**src/rtl/fetch_pc_unit_if.sv**
```systemverilog
// Fetch/pipeline control bundle between fetch_pc_unit (master) and the surrounding pipe (slave).
interface fetch_pc_unit_if #(
  parameter int PC_BITS = 20,
  parameter int CNT_W   = 16
);
  logic               F_stall;
  logic               MEM_stall;
  logic               F_BP_taken;
  logic [PC_BITS-1:0] F_BP_target_pc;
  logic               EX_brn;
  logic [PC_BITS-1:0] EX_pc;
  logic [PC_BITS-1:0] EX_alu_out;
  logic               EX_true_taken;
  logic               EX_pred_taken;
  logic [PC_BITS-1:0] EX_pred_target;

  logic [PC_BITS-1:0] F_pc;
  logic               D_valid;
  logic [PC_BITS-1:0] D_pc;
  logic               D_pred_taken;
  logic [PC_BITS-1:0] D_pred_target;
  logic               flush_D;
  logic               flush_EX;
  logic               mispredict;
  logic [CNT_W-1:0]   br_cnt;
  logic [CNT_W-1:0]   mp_cnt;

  modport master (
    input  F_stall, MEM_stall, F_BP_taken, F_BP_target_pc,
    input  EX_brn, EX_pc, EX_alu_out, EX_true_taken, EX_pred_taken, EX_pred_target,
    output F_pc, D_valid, D_pc, D_pred_taken, D_pred_target,
    output flush_D, flush_EX, mispredict, br_cnt, mp_cnt
  );

  modport slave (
    output F_stall, MEM_stall, F_BP_taken, F_BP_target_pc,
    output EX_brn, EX_pc, EX_alu_out, EX_true_taken, EX_pred_taken, EX_pred_target,
    input  F_pc, D_valid, D_pc, D_pred_taken, D_pred_target,
    input  flush_D, flush_EX, mispredict, br_cnt, mp_cnt
  );
endinterface

```
**src/rtl/fetch_pc_unit.sv**
```systemverilog
// Fetch PC + F->D register with EX branch check and redirect; predictor lands in F_pc next cycle, redirect the cycle after resolve.
// F_stall holds F/D, MEM_stall freezes everything incl. redirect and counters; redirect beats F_stall.
module fetch_pc_unit #(
  parameter int                 PC_BITS  = 20,
  parameter logic [PC_BITS-1:0] RESET_PC = '0,
  parameter int                 CNT_W    = 16
) (
  input  logic         clk,
  input  logic         rst,
  fetch_pc_unit_if.master bus
);

  typedef enum logic {RUN, RECOVER} state_t;

  state_t             state, state_nxt;
  logic               act;
  logic               mis;
  logic               hold;
  logic [PC_BITS-1:0] correct_pc;

  logic [PC_BITS-1:0] f_pc_q;
  logic               d_valid_q;
  logic [PC_BITS-1:0] d_pc_q;
  logic               d_pred_taken_q;
  logic [PC_BITS-1:0] d_pred_target_q;
  logic [CNT_W-1:0]   br_q;
  logic [CNT_W-1:0]   mp_q;

  always_comb begin
    act        = bus.EX_brn & ~bus.MEM_stall;
    mis        = act & ((bus.EX_true_taken != bus.EX_pred_taken) |
                        (bus.EX_true_taken & bus.EX_pred_taken &
                         (bus.EX_alu_out != bus.EX_pred_target)));
    hold       = bus.MEM_stall | bus.F_stall;
    correct_pc = bus.EX_true_taken ? bus.EX_alu_out : bus.EX_pc + PC_BITS'(4);
  end

  // Observability only: RECOVER marks the cycle after a redirect, fetch is never gated by it.
  always_comb begin
    state_nxt = state;
    case (state)
      RUN:     if (mis) state_nxt = RECOVER;
      RECOVER: state_nxt = RUN;
      default: state_nxt = RUN;
    endcase
  end

  always_ff @(posedge clk) begin
    if (!rst) begin
      state           <= RUN;
      f_pc_q          <= RESET_PC;
      d_valid_q       <= 1'b0;
      d_pc_q          <= '0;
      d_pred_taken_q  <= 1'b0;
      d_pred_target_q <= '0;
      br_q            <= '0;
      mp_q            <= '0;
    end else begin
      state <= state_nxt;
      if (mis) begin
        f_pc_q          <= correct_pc;
        d_valid_q       <= 1'b0;
        d_pc_q          <= '0;
        d_pred_taken_q  <= 1'b0;
        d_pred_target_q <= '0;
      end else if (!hold) begin
        f_pc_q          <= bus.F_BP_target_pc;
        d_valid_q       <= 1'b1;
        d_pc_q          <= f_pc_q;
        d_pred_taken_q  <= bus.F_BP_taken;
        d_pred_target_q <= bus.F_BP_target_pc;
      end
      // act and mis are both low under MEM_stall, so the counters freeze with the pipe.
      if (act && (br_q != '1)) br_q <= br_q + CNT_W'(1);
      if (mis && (mp_q != '1)) mp_q <= mp_q + CNT_W'(1);
    end
  end

  assign bus.F_pc          = f_pc_q;
  assign bus.D_valid       = d_valid_q;
  assign bus.D_pc          = d_pc_q;
  assign bus.D_pred_taken  = d_pred_taken_q;
  assign bus.D_pred_target = d_pred_target_q;
  assign bus.flush_D       = mis;
  assign bus.flush_EX      = mis;
  assign bus.mispredict    = mis;
  assign bus.br_cnt        = br_q;
  assign bus.mp_cnt        = mp_q;

endmodule

```
**src/flat_wrapper.sv**
```systemverilog
// flat-port wrapper written by rule: the top's interface ports become plain ports
module fetch_pc_unit_flat 
#(
  parameter int                 PC_BITS  = 20,
  parameter logic [PC_BITS-1:0] RESET_PC = '0,
  parameter int                 CNT_W    = 16
)
  (clk, rst, bus_F_stall, bus_MEM_stall, bus_F_BP_taken, bus_F_BP_target_pc, bus_EX_brn, bus_EX_pc, bus_EX_alu_out, bus_EX_true_taken, bus_EX_pred_taken, bus_EX_pred_target, bus_F_pc, bus_D_valid, bus_D_pc, bus_D_pred_taken, bus_D_pred_target, bus_flush_D, bus_flush_EX, bus_mispredict, bus_br_cnt, bus_mp_cnt);
  fetch_pc_unit_if #(.PC_BITS(PC_BITS), .CNT_W(CNT_W)) bus_i ();
  input  logic clk;
  input  logic rst;
  input wire logic [$bits(bus_i.F_stall)-1:0] bus_F_stall;
  input wire logic [$bits(bus_i.MEM_stall)-1:0] bus_MEM_stall;
  input wire logic [$bits(bus_i.F_BP_taken)-1:0] bus_F_BP_taken;
  input wire logic [$bits(bus_i.F_BP_target_pc)-1:0] bus_F_BP_target_pc;
  input wire logic [$bits(bus_i.EX_brn)-1:0] bus_EX_brn;
  input wire logic [$bits(bus_i.EX_pc)-1:0] bus_EX_pc;
  input wire logic [$bits(bus_i.EX_alu_out)-1:0] bus_EX_alu_out;
  input wire logic [$bits(bus_i.EX_true_taken)-1:0] bus_EX_true_taken;
  input wire logic [$bits(bus_i.EX_pred_taken)-1:0] bus_EX_pred_taken;
  input wire logic [$bits(bus_i.EX_pred_target)-1:0] bus_EX_pred_target;
  output wire logic [$bits(bus_i.F_pc)-1:0] bus_F_pc;
  output wire logic [$bits(bus_i.D_valid)-1:0] bus_D_valid;
  output wire logic [$bits(bus_i.D_pc)-1:0] bus_D_pc;
  output wire logic [$bits(bus_i.D_pred_taken)-1:0] bus_D_pred_taken;
  output wire logic [$bits(bus_i.D_pred_target)-1:0] bus_D_pred_target;
  output wire logic [$bits(bus_i.flush_D)-1:0] bus_flush_D;
  output wire logic [$bits(bus_i.flush_EX)-1:0] bus_flush_EX;
  output wire logic [$bits(bus_i.mispredict)-1:0] bus_mispredict;
  output wire logic [$bits(bus_i.br_cnt)-1:0] bus_br_cnt;
  output wire logic [$bits(bus_i.mp_cnt)-1:0] bus_mp_cnt;
  assign bus_i.F_stall = bus_F_stall;
  assign bus_i.MEM_stall = bus_MEM_stall;
  assign bus_i.F_BP_taken = bus_F_BP_taken;
  assign bus_i.F_BP_target_pc = bus_F_BP_target_pc;
  assign bus_i.EX_brn = bus_EX_brn;
  assign bus_i.EX_pc = bus_EX_pc;
  assign bus_i.EX_alu_out = bus_EX_alu_out;
  assign bus_i.EX_true_taken = bus_EX_true_taken;
  assign bus_i.EX_pred_taken = bus_EX_pred_taken;
  assign bus_i.EX_pred_target = bus_EX_pred_target;
  assign bus_F_pc = bus_i.F_pc;
  assign bus_D_valid = bus_i.D_valid;
  assign bus_D_pc = bus_i.D_pc;
  assign bus_D_pred_taken = bus_i.D_pred_taken;
  assign bus_D_pred_target = bus_i.D_pred_target;
  assign bus_flush_D = bus_i.flush_D;
  assign bus_flush_EX = bus_i.flush_EX;
  assign bus_mispredict = bus_i.mispredict;
  assign bus_br_cnt = bus_i.br_cnt;
  assign bus_mp_cnt = bus_i.mp_cnt;
  fetch_pc_unit #(.PC_BITS(PC_BITS), .RESET_PC(RESET_PC), .CNT_W(CNT_W)) u_core (.clk(clk), .rst(rst), .bus(bus_i));
endmodule
```
**config.mk**
```make
export PLATFORM = sky130hd
export DESIGN_NAME = fetch_pc_unit_flat
export DESIGN_NICKNAME = d
export VERILOG_FILES = /design/src/rtl/fetch_pc_unit_if.sv /design/src/rtl/fetch_pc_unit.sv /design/src/flat_wrapper.sv
export SDC_FILE = /design/constraint.sdc
export NUM_CORES = 1
export LEC_CHECK = 0
export CAP_MARGIN = 10
export CORE_MARGIN = 2
export CORE_UTILIZATION = 35
export CTS_CLUSTER_DIAMETER = 30
export DETAILED_ROUTE_END_ITERATION = 8
export PLACE_DENSITY = 0.68
export SLEW_MARGIN = 20
export SYNTH_ARGS = -nofsm -noshare
export SYNTH_HDL_FRONTEND = slang
export SYNTH_SLANG_ARGS = --single-unit
export TNS_END_PERCENT = 30
```
**constraint.sdc**
```tcl
create_clock -name clk -period 2.7 [get_ports clk]
set_clock_uncertainty 0.05 [all_clocks]
set_input_delay 0.675 -clock clk [delete_from_list [all_inputs] [get_ports clk]]
set_output_delay 0.675 -clock clk [all_outputs]
set_load 0.03 [all_outputs]
```
After elaboration in Yosys (flattened, before gate mapping):

Index checks and enable logic that the tools add are counted.

* flip-flop bits (word level): 94
* input port bits: 88
* output and inout port bits: 97

* add/subtract/negate cells: 3
* equal/unequal tests: 5
* mux-type cells: 3
* bitwise gates (word level): 8
* reductions and logical operators: 3

Operator list (number)
* 2-to-1 mux 20 bit: 3
* adder 16 x 1 -> 16 bit, second input constant: 2
* inequality test 16 bit, second input constant: 2
* adder 20 x 3 -> 20 bit, second input constant: 1
* inequality test 20 bit: 1
* bitwise AND 1 bit: 4
* logical AND 1 bit: 2
* inequality test 2 x 1 -> 1 bit, second input constant: 1
* NOT 1 bit: 2
* OR 1 bit: 2
* OR reduction 2 bit: 1
* inequality test 1 bit: 1

Depth between registers and ports, before layout:

* depth after elaboration: 5
* depth in mapped cells: 8
* mapped depth without buffers: 7

Worst setup path before layout:

Ideal clock, no wire load.

* kind: input to output
* start: in bus_EX_pred_target[5]
* end: out bus_flush_EX
* data arrival time: 2.153 ns
* required time: 1.975 ns
* path slack: -0.178 ns
* stages on the path: 7
* buffers on the path: 2
* path through: xor2_1 nor4_1 nand4_1 o21ai_2 inv_2 clkbuf_1 buf_4

* word-level cells in the longest chain between the ends: 4

Ends and longest elaborated chain
* start, declared: line flat_wrapper.sv:21 `input wire logic [$bits(bus_i.EX_pred_target)-1:0] bus_EX_pred_target;`
* inequality test 20 bit: line fetch_pc_unit.sv:33 `(bus.EX_alu_out != bus.EX_pred_target)));`
* bitwise AND 1 bit: line fetch_pc_unit.sv:32 `(bus.EX_true_taken & bus.EX_pred_taken &`
* OR 1 bit: line fetch_pc_unit.sv:31 `mis = act & ((bus.EX_true_taken != bus.EX_pred_taken) |`
* bitwise AND 1 bit: line fetch_pc_unit.sv:31
* end, declared: line flat_wrapper.sv:28 `output wire logic [$bits(bus_i.flush_EX)-1:0] bus_flush_EX;`

Every way passes these cells.

Worst setup path in the final report:

* start: in bus_EX_pred_target[4]
* end: out bus_flush_D

* word-level cells in the longest chain between the ends: 4

Ends and longest elaborated chain
* inequality test 20 bit: line fetch_pc_unit.sv:33
* bitwise AND 1 bit: line fetch_pc_unit.sv:32
* OR 1 bit: line fetch_pc_unit.sv:31
* bitwise AND 1 bit: line fetch_pc_unit.sv:31
* end, declared: line flat_wrapper.sv:27 `output wire logic [$bits(bus_i.flush_D)-1:0] bus_flush_D;`

Every way passes these cells.

==> metrics.md <==
| Metric | Value |
|---|---|
| WL final | 15210 um |
| Max Cap Viol | 0 |
| Slew HR | 56.78% |
| RSZ-0062 raised after global routing | true |
| Critical-path cell list | buf_8, xor2_4, nor4_4, buf_4, nand4_1, o21ai_4, inv_4, buf_12, buf_8 |
| Finished Layout Cells | 985 |
| Layout fillers | 1181 |
| Final hold violations | 0 |
| Depth of the CTS H-tree | 3 |
| Worst Path Class, Setup | input pin to output port |
| Core ar. | 13090 um^2 |
| Comb pwr share | 19.6% |
| Crit share post-route | 107.1% |
| PortBufs | 184 |
| # nets final | 896 |
| Measured slew at the worst slew-check pin | 0.6424 ns |
| Ys async rst share | 0% |
| Part of the power in registers | 42.8% |
| TNS Setup | -0.4170 ns |
| Number of global-route vias before repair | 4738 |
| Buf/Inv on CP | 5 |
| Clock Sink Count | 94 |
| Clock share of power | 37.6% |
| Pint | 0.002499 W |
| Post-Syn Area | 4651 um^2 |
| Largest net degree at the start of global routing | 43 |
| Post-route setup slack | -0.1927 ns |
| Fmax | 345.7 MHz |
| Maximum vdd drop | 294.4 uV |
| CTS max path bufs | 2 |
| Slowest cell delay on critical path | 0.33 ns |
| Crit start category | input pin |
| Total net switching power | 0.0009321 W |
| TritonCTS clock tree | yes |
| Row cnt | 42 |
| CP most frequent cell | buf_8 |
| Diodes inserted | 0 |
| Sw Share | 27.17% |
| Crit path arrival time | 2.17 ns |
| Via density | 4.957 |
| Post-Syn Nets | 684 |
| Hold path startpoint | u_core.bus.D_pc[2] |
| Detailed Place HPWL | 11600 um |
| # DRC | 0 |
| Root buffer cell | clkbuf_16 |
| Final Setup Violations | 3 |
| Leak Pwr | 2.828 nW |
| Pins Over Slew Limit | 0 |
| Initial DRC count | 355 |
| Sequential area share after synthesis | 40.46% |
| Critical path's top delay family | buffers and inverters |
| Synthesized flop and latch total | 94 |
| Placed instance area | 6889 um^2 |
| Top-area cell type share of the netlist area | 40.46% |
| Hold crit path type | flip-flop to flip-flop |
| P per Cell Area | 466.2 nW/um^2 |
| Final Instance Area | 7360 um^2 |
| Share of layout cells above drive strength 1 | 11.99% |
| Initial core utilization | 35.54% |
| # IOs | 185 |
| Worst slack, placed | -1.083 ns |
| Clock slew at reported path FFs | 0.06 ns |
| GRT Residual Overflow | 0 |
| Horiz. Die Dim | 119.3 um |
| Final min period | 2.893 ns |
| First-pass GRT wire length | 23870 um |
| Slowest cell on the critical path | nor4_4 |
| Worst path required time | 1.98 ns |
| Footprint of the multi-input gates | 2618 um^2 |
| Critical Path Sink Type | output port |
| Post-synth cell types | 44 |
| WL per Instance | 15.44 um |
| Ranking of synthesized cells by area | dfxtp_1, nand2_1, a21oi_1, xor2_1, xnor2_1 |
| GP Congestion | 0.8095 |
| Via count | 4883 |
| TritonRoute pass-1 iters | 4 |
| Mapped Cells | 592 |
| Status | finished with violations |
| Number of synthesized flops with an enable pin | 0 |
| Die height | 119.3 um |
| Hold Path Stages | 2 |
| Failing checks | setup timing |
| Final Core Density | 56.24% |
| CTS buffer count | 9 |
| Reg area | 1882 um^2 |
| Full die area | 14230 um^2 |
| WP depth | 9 |
| Synth area leader | dfxtp_1 |
| R2R depth | 6 |
| Yosys warning count | 0 |
| Worst r2r src | u_core.bus.mp_cnt[3] |
| Worst-skew pair later-pin latency | 0.34 ns |
| Post-route antenna net violation count | 0 |
| Syn-to-layout area delta | 58.25% |
| Worst-path fanout max | 4 |
| Dpl cells | 963 |
| GRT Total Usage | 21.05% |
| Initial antenna violation count | 0 |
| Syn_area_per_cell | 7.856 um^2 |
| Worst Setup SP | bus_EX_pred_target[4] |
| Ys flop type | dfxtp_1 |
-- repair_timing --
action | in CTS | in global routing
pin swaps | 16 | 12
setup endpoints to repair | 80 | 53
endpoints found under the hold margin | 0 | 0
buffers inserted | 5 | 3
gates cloned | 1 | 0
hold buffers | 0 | 0
gates resized for setup | 62 | 30
-- cell usage in the layout, fill, tap and decap left out, drive strengths merged, types with 15 or more instances in the layout --
cell type,netlist,layout
xnor2,20,20
clkdlybuf4s50,0,144
o21ai,18,18
nand2,164,164
dlymetal6s2s,0,15
a21oi,64,64
nand4,15,15
nor2,35,35
nand3,21,21
buf,11,58
dfxtp,94,94
xor2,32,32
-- kinds of logic after synthesis --
kind of cell | synth area share, %
xor gates and xnor gates | 9.793
AOI/OAI and AO/OA | 14.29
buffers and inverters | 5.273
adders and majority gates | 1.076
muxes | 1.722
DFF | 40.46
and+or+nand+nor | 27.39
-- registers in the layout (all words and copies together), names as in the netlist --
name and count:
u_core.bus.D_pc 20, u_core.bus.D_pred_taken 1, u_core.bus.D_pred_target 20, u_core.bus.D_valid 1
u_core.bus.F_pc 20, u_core.bus.br_cnt 16, u_core.bus.mp_cnt 16
-- per-stage QoR --
stage               hold slack, ns  power [W]
detailed placement          0.3986   0.002154
floorplan                   0.5315   0.001811
finish                      0.4053   0.003431
CTS                         0.4072   0.003444
global placement            0.3918   0.002145
global route                0.4266   0.003565
-- worst paths after layout --
path / endpoint / slack (ns)
setup / recovery: bus_flush_D / -0.19
hold / removal: u_core.bus.D_pc[2] / 0.41
setup reg to reg: u_core.bus.mp_cnt[13] / 0.64
hold reg to reg: u_core.bus.D_pc[2] / 0.41
-- power by group through the flow --
stage          logic (W)  registers (W)  clock network (W)
2_1_floorplan   0.000225        0.00159                  0
3_3_place_gp    0.000649        0.00150                  0
3_5_place_dp    0.000655        0.00150                  0
4_1_cts         0.000662        0.00147            0.00131
5_1_grt         0.000720        0.00147            0.00137
6_report        0.000673        0.00147            0.00129
-- layout make-up --
type                            count  area share (%)
Clock buffer                       12           3.349
Clock inverter                      4          0.7310
Inverter                            9          0.4930
Multi-Input combinational cell    456           35.57
Sequential cell                    94           25.57
Tap cell                          176           2.992
Timing Repair Buffer              234           31.30
-- cell usage after synthesis, types with 5 or more instances --
library cell	number
xnor2_1	20
xor2_1	32
a211oi_1	7
inv_1	8
dfxtp_1	94
nand3_1	21
a311oi_2	6
nor4_1	9
mux2i_1	8
nand4_1	14
nor3_1	7
o31ai_1	5
or4_1	5
and3_1	5
clkbuf_1	20
buf_6	5
o21ai_0	17
nor2_1	35
nand2_1	163
a21oi_1	64
-- routing by layer --
layer | part of all wire [%] | global-route usage [%]
met5 | 0 | 0
met4 | 2.3 | 7.589
met3 | 5.9 | 3.831
met2 | 47 | 34.84
met1 | 44 | 27.40
-- worst register-to-register path, delay by kind of cell, from the launching register on --
| family | cells | cell delay [ns] |
|---|---|---|
| flip-flops | 1 | 0.44 |
| AO/OA/AOI/OAI | 2 | 0.27 |
| AND/OR/NAND/NOR | 4 | 1.23 |
No activity file was read; power rests on OpenSTA's default activity.
